### src/rtl/clock_pkg.sv
// Shared types and constants for the mm:ss time-keeping core and the display stage.
// Holds the FSM state type, BCD limits, blink encodings and the mod-60 BCD increment.
package clock_pkg;

    typedef enum logic [1:0] {
        STOP    = 2'd0,
        RUN     = 2'd1,
        SET_MIN = 2'd2,
        SET_SEC = 2'd3
    } state_t;

    localparam int DIGIT_W = 4;

    localparam logic [DIGIT_W-1:0] TENS_MAX = 4'd5;
    localparam logic [DIGIT_W-1:0] ONES_MAX = 4'd9;

    localparam logic [1:0] BLINK_NONE = 2'b00;
    localparam logic [1:0] BLINK_SEC  = 2'b01;
    localparam logic [1:0] BLINK_MIN  = 2'b10;

    typedef struct packed {
        logic [DIGIT_W-1:0] tens;
        logic [DIGIT_W-1:0] ones;
    } bcd60_t;

    typedef struct packed {
        logic   carry;
        bcd60_t value;
    } bcd60_inc_t;

    // Out-of-range digits are treated as wrap points so a corrupted value self-heals.
    function automatic bcd60_inc_t bcd60_inc(input bcd60_t v);
        bcd60_inc_t r;
        r.carry = 1'b0;
        r.value = v;
        if (v.ones >= ONES_MAX) begin
            r.value.ones = '0;
            if (v.tens >= TENS_MAX) begin
                r.value.tens = '0;
                r.carry      = 1'b1;
            end else begin
                r.value.tens = v.tens + 4'd1;
            end
        end else begin
            r.value.ones = v.ones + 4'd1;
        end
        return r;
    endfunction

    function automatic logic [1:0] blink_of(input state_t s);
        logic [1:0] b;
        b = BLINK_NONE;
        if (s == SET_MIN) b = BLINK_MIN;
        if (s == SET_SEC) b = BLINK_SEC;
        return b;
    endfunction

endpackage

### src/rtl/btn_sync_edge.sv
// Two-flop synchronizer for an asynchronous, debounced button followed by a
// single-cycle rising-edge pulse.
module btn_sync_edge (
    input  logic clock,
    input  logic reset,
    input  logic btn,
    output logic rise
);

    logic [1:0] sync;
    logic       prev;

    always_ff @(posedge clock or negedge reset) begin
        if (!reset) begin
            sync <= '0;
            prev <= 1'b0;
        end else begin
            sync <= {sync[0], btn};
            prev <= sync[1];
        end
    end

    assign rise = sync[1] & ~prev;

endmodule

### src/rtl/mmss_time_counter.sv
// Minutes:seconds time-keeping core: 1 Hz prescaler, run/stop/set mode FSM and
// four BCD digit registers feeding the 7-segment display stage.
//
// state   | meaning
// STOP    | time frozen, prescaler held at 0
// RUN     | prescaler counting, digits advance once per TICK_DIV cycles
// SET_MIN | inc button steps minutes (mod 60), blink = minutes
// SET_SEC | inc button steps seconds (mod 60, no carry), blink = seconds
module mmss_time_counter
    import clock_pkg::*;
#(
    parameter int TICK_DIV = 100_000_000
) (
    input  logic        clock,
    input  logic        reset,
    input  logic        btn_run,
    input  logic        btn_mode,
    input  logic        btn_inc,
    input  logic        btn_clr,
    output logic [15:0] digits,
    output logic [1:0]  blink,
    output logic        running,
    output logic        sec_tick,
    output logic        rollover
);

    localparam int             PW         = $clog2(TICK_DIV);
    localparam logic [PW-1:0]  PRESC_LAST = PW'(TICK_DIV - 1);

    logic run_rise, mode_rise, inc_rise, clr_rise;

    btn_sync_edge u_sync_run  (.clock(clock), .reset(reset), .btn(btn_run),  .rise(run_rise));
    btn_sync_edge u_sync_mode (.clock(clock), .reset(reset), .btn(btn_mode), .rise(mode_rise));
    btn_sync_edge u_sync_inc  (.clock(clock), .reset(reset), .btn(btn_inc),  .rise(inc_rise));
    btn_sync_edge u_sync_clr  (.clock(clock), .reset(reset), .btn(btn_clr),  .rise(clr_rise));

    state_t        state, state_nxt;
    logic [PW-1:0] presc, presc_nxt;
    logic [15:0]   digits_nxt;
    logic          tick_nxt, roll_nxt;
    bcd60_inc_t    sec_inc, min_inc;

    always_comb begin
        state_nxt  = state;
        presc_nxt  = '0;
        digits_nxt = digits;
        tick_nxt   = 1'b0;
        roll_nxt   = 1'b0;
        sec_inc    = bcd60_inc(digits[7:0]);
        min_inc    = bcd60_inc(digits[15:8]);

        // Only the highest-priority edge acts: clr > run > mode > inc.
        if (clr_rise) begin
            digits_nxt = '0;
        end else if (run_rise) begin
            state_nxt = (state == RUN) ? STOP : RUN;
        end else begin
            case (state)
                STOP: begin
                    if (mode_rise) state_nxt = SET_MIN;
                end
                RUN: begin
                    if (presc == PRESC_LAST) begin
                        tick_nxt         = 1'b1;
                        digits_nxt[7:0]  = sec_inc.value;
                        if (sec_inc.carry) begin
                            digits_nxt[15:8] = min_inc.value;
                            roll_nxt         = min_inc.carry;
                        end
                    end else begin
                        presc_nxt = presc + PW'(1);
                    end
                end
                SET_MIN: begin
                    if (mode_rise)     state_nxt = SET_SEC;
                    else if (inc_rise) digits_nxt[15:8] = min_inc.value;
                end
                SET_SEC: begin
                    if (mode_rise)     state_nxt = STOP;
                    else if (inc_rise) digits_nxt[7:0] = sec_inc.value;
                end
            endcase
        end
    end

    always_ff @(posedge clock or negedge reset) begin
        if (!reset) begin
            state    <= STOP;
            presc    <= '0;
            digits   <= '0;
            sec_tick <= 1'b0;
            rollover <= 1'b0;
            blink    <= BLINK_NONE;
            running  <= 1'b0;
        end else begin
            state    <= state_nxt;
            presc    <= presc_nxt;
            digits   <= digits_nxt;
            sec_tick <= tick_nxt;
            rollover <= roll_nxt;
            blink    <= blink_of(state_nxt);
            running  <= (state_nxt == RUN);
        end
    end

endmodule

### config.mk
export PLATFORM = sky130hd
export DESIGN_NAME = mmss_time_counter
export DESIGN_NICKNAME = d
export VERILOG_FILES = /design/src/rtl/clock_pkg.sv /design/src/rtl/btn_sync_edge.sv /design/src/rtl/mmss_time_counter.sv
export SDC_FILE = /design/constraint.sdc
export NUM_CORES = 1
export LEC_CHECK = 0
export ABC_AREA = 1
export CORE_MARGIN = 2
export CORE_UTILIZATION = 45
export CTS_BUF_LIST = sky130_fd_sc_hd__clkbuf_8
export DETAILED_ROUTE_END_ITERATION = 6
export DONT_BUFFER_PORTS = 1
export MAX_ROUTING_LAYER = met4
export PLACE_DENSITY_LB_ADDON = 0.12
export SETUP_SLACK_MARGIN = 0.5
export SKIP_LAST_GASP = 1
export SLEW_MARGIN = 5
export SYNTH_ARGS = -nofsm -noshare
export SYNTH_HDL_FRONTEND = slang
export SYNTH_HIERARCHICAL = 1
export SYNTH_SLANG_ARGS = --single-unit
### constraint.sdc
create_clock -name clock -period 1.7 [get_ports clock]
set_input_delay 0.425 -clock clock [delete_from_list [all_inputs] [get_ports clock]]
set_output_delay 0.425 -clock clock [all_outputs]
set_load 0.01 [all_outputs]
==> results.ini <==
[detailed_routing]
via_per_inst=4.87
vias=2763
routedWlPerCell_um=12.7
firstDrtPassIters=6
wl_um=7190
ant_nets=0
drtIter0Drc=132
drc_errors=0

[timing]
hold_viol=62
finalCriticalPeriod_ps=1550
setup_viol=0
hold_slack_ps=-219
rsz0062_at_grt=true
max_freq_ghz=0.646
tns_ps=0
slew_violations=0
slew_headroom=0.804
max_slew.worst_pin.slew_ps=293
worst_clock_skew_ps=7.50
fin_crit_sh=0.910

[cells_and_area]
layout-drive-gt1-share=0.365
layout_common_cells=nand2_1, dfrtp_1, inv_1, nor2_1, buf_4
antenna_cells=0
syn2layout_area_growth_pct=33.2
final_common_cell=nand2_1
utilization=0.614
nNetsFinal=482

[power_and_ir_drop]
peakVddDrop_mv=0.622
leakage_nw=2.00
p_clk_frac=0.290
power.internal_w=0.00297
p_switching_w=0.00150
combPwrFrac=0.304
p_sw_frac=0.335
p_per_area_nw_per_um2=1010
p_total_w=0.00446
seqPwrFrac=0.406

[yosys]
synth.distinct_cells=37
netlist_area_um2=3310
synthFlopType=dfrtp_1
synth_nets=423
async_flop_share=1.00
synth_seq_cells=62
synth_edf_count=0
synth_mux_area_frac=0
syn_area_per_cell_um2=8.19
synth_compound_area_frac=0.0658
ys_seq_area_frac=0.469
synth_xor_area_frac=0.0291
synth_cells=404
yosys.area_share.simple=0.317
synth_warnings=6
synthAdderAreaFrac=0.0491
synth_top_family_by_area=simple AND/OR/NAND/NOR gates

[critical_path]
crit_path_start=presc[8]
cp_max_fo=5
endpoint=presc[23]
rr_endpoint=presc[23]
worstPathArrival_ps=1770
worstPathRequired_ps=1920
end_kind=flip-flop
r2r_slack_ps=150
criticalPathCategory=flip-flop to flip-flop
rr_startpoint=presc[8]
reg2regPathDepth=9
startpoint_type=flip-flop

[cts]
clk_pin_slew_ps=70
h-tree-depth=3
clock_latency_ps=330
clkSinkCount=62
cts-root-buf=clkbuf_8
cts_buffers=9
cts_tree=yes
cts_buffer_depth=2

[floorplan]
core_um2=7180
dieHeight_um=89.8
initial_utilization=0.461
dieArea_um2=8060
fp.dieW_um=89.8
rows=31
io_pins=27

[placed_design]
dpl.hpwl_um=4920
gp_congestion=0.873
portBuffers=0

[global_route]
grt_max_degree=63
first_global_vias=2654
grt_pass1_wl_um=12500
grt.total_usage=0.199
antenna_found_initial=0
grt_overflow=0

[run_status]
outcome=finished, violations left
violations=hold timing

[hold_path]
hold_class=input pin to async pin

[job]
cap_violations=0

## power groups by stage
stage | clock (W) | sequential (W) | combinational (W)
6_report | 0.00129 | 0.00181 | 0.00136
5_1_grt | 0.00142 | 0.00183 | 0.00150
4_1_cts | 0.00135 | 0.00181 | 0.00129
3_5_place_dp | 0 | 0.00182 | 0.00104
3_3_place_gp | 0 | 0.00182 | 0.00101
2_1_floorplan | 0 | 0.00185 | 0.000710
## what timing repair did
action                     CTS  global route
setup buffers               22             3
setup endpoints to repair   66            67
hold endpoints to repair    62            62
cloned                       1             0
pin swaps                   22             7
gates resized for setup     75            21
## layout make-up
cell class | count | area, µm²
tap | 99 | 124
timing repair buffer | 49 | 433
multi-input combinational | 284 | 1860
clock buffer | 11 | 151
fill | 612 | 2770
sequential | 62 | 1560
clock inverter | 5 | 50.0
inverter | 57 | 224
## critical path, cell delays in order, from the launching register on
cell and delay (ps):
dfrtp_2 430, nand2_1 80, nor2_1 200, nand3_2 150, nor2_2 140, nand2_1 100, nor2_2 130, nand2_1 100
nand2_4 80, nor2_2 40
## routing by layer
layer,vias to the layer above,track usage,part of all wire
met2,58,0.293,0.46
met1,1280,0.277,0.49
li1,1413,-,-
met5,-,-,0
met4,0,0.0756,0.015
met3,12,0.0352,0.041
## synth_stat cells (2+ instances only)
master	number	area [µm²]
dfrtp_1	62	1550
nor4_1	2	12.5
nand2_4	3	33.8
o211ai_1	2	15.0
o21ai_0	8	40.0
nand4_1	14	87.6
nor2_2	9	56.3
nand2_2	6	37.5
o21ai_1	7	35.0
xnor2_1	2	17.5
nand3_1	11	55.1
inv_2	2	7.51
nor2_1	60	225
a21oi_1	6	30.0
inv_1	54	203
nand3_4	2	35.0
nand2_1	99	372
nor3_1	13	65.1
xor2_1	9	78.8
ha_1	13	163
a31oi_1	3	18.8
nor3b_1	2	15.0
## metrics by stage
stage / cells / cell area (µm²) / worst slack, ps / hold slack, ps
3_3_place_gp: 525 / 3670 / 84.7 / 132
6_report: 567 / 4410 / 152 / -219
3_5_place_dp: 525 / 3670 / 53.6 / 133
4_1_cts: 564 / 4300 / 154 / -234
5_1_grt: 567 / 4410 / 43.6 / -244
2_1_floorplan: 404 / 3370 / 160 / 129
## worst min-delay path by stage
stage               slack [ps]   from    endpoint
detailed placement         130  reset   presc[20]
global route              -240  reset  digits[11]
global placement           130  reset   presc[24]
floorplan                  130  reset    blink[0]
finish                    -220  reset  digits[11]
CTS                       -230  reset  digits[11]
## logic make-up after synthesis
family	after synthesis
AOI/OAI and AO/OA	33
xor gates and xnor gates	11
adders and majority gates	13
buffers and inverters	59
DFF	62
and+or+nand+nor	226
## flip-flops by register name, indices dropped and copies added, names as in the netlist
| signal | count |
|---|---|
| u_sync_clr/prev | 1 |
| sec_tick | 1 |
| u_sync_inc/prev | 1 |
| u_sync_inc/sync | 2 |
| rollover | 1 |
| u_sync_clr/sync | 2 |
| u_sync_mode/prev | 1 |
| presc | 27 |
| running | 1 |
| u_sync_run/sync | 2 |
| u_sync_mode/sync | 2 |
| state | 2 |
| digits | 16 |
| blink | 2 |
| u_sync_run/prev | 1 |
(Power assumes the default switching activity.)
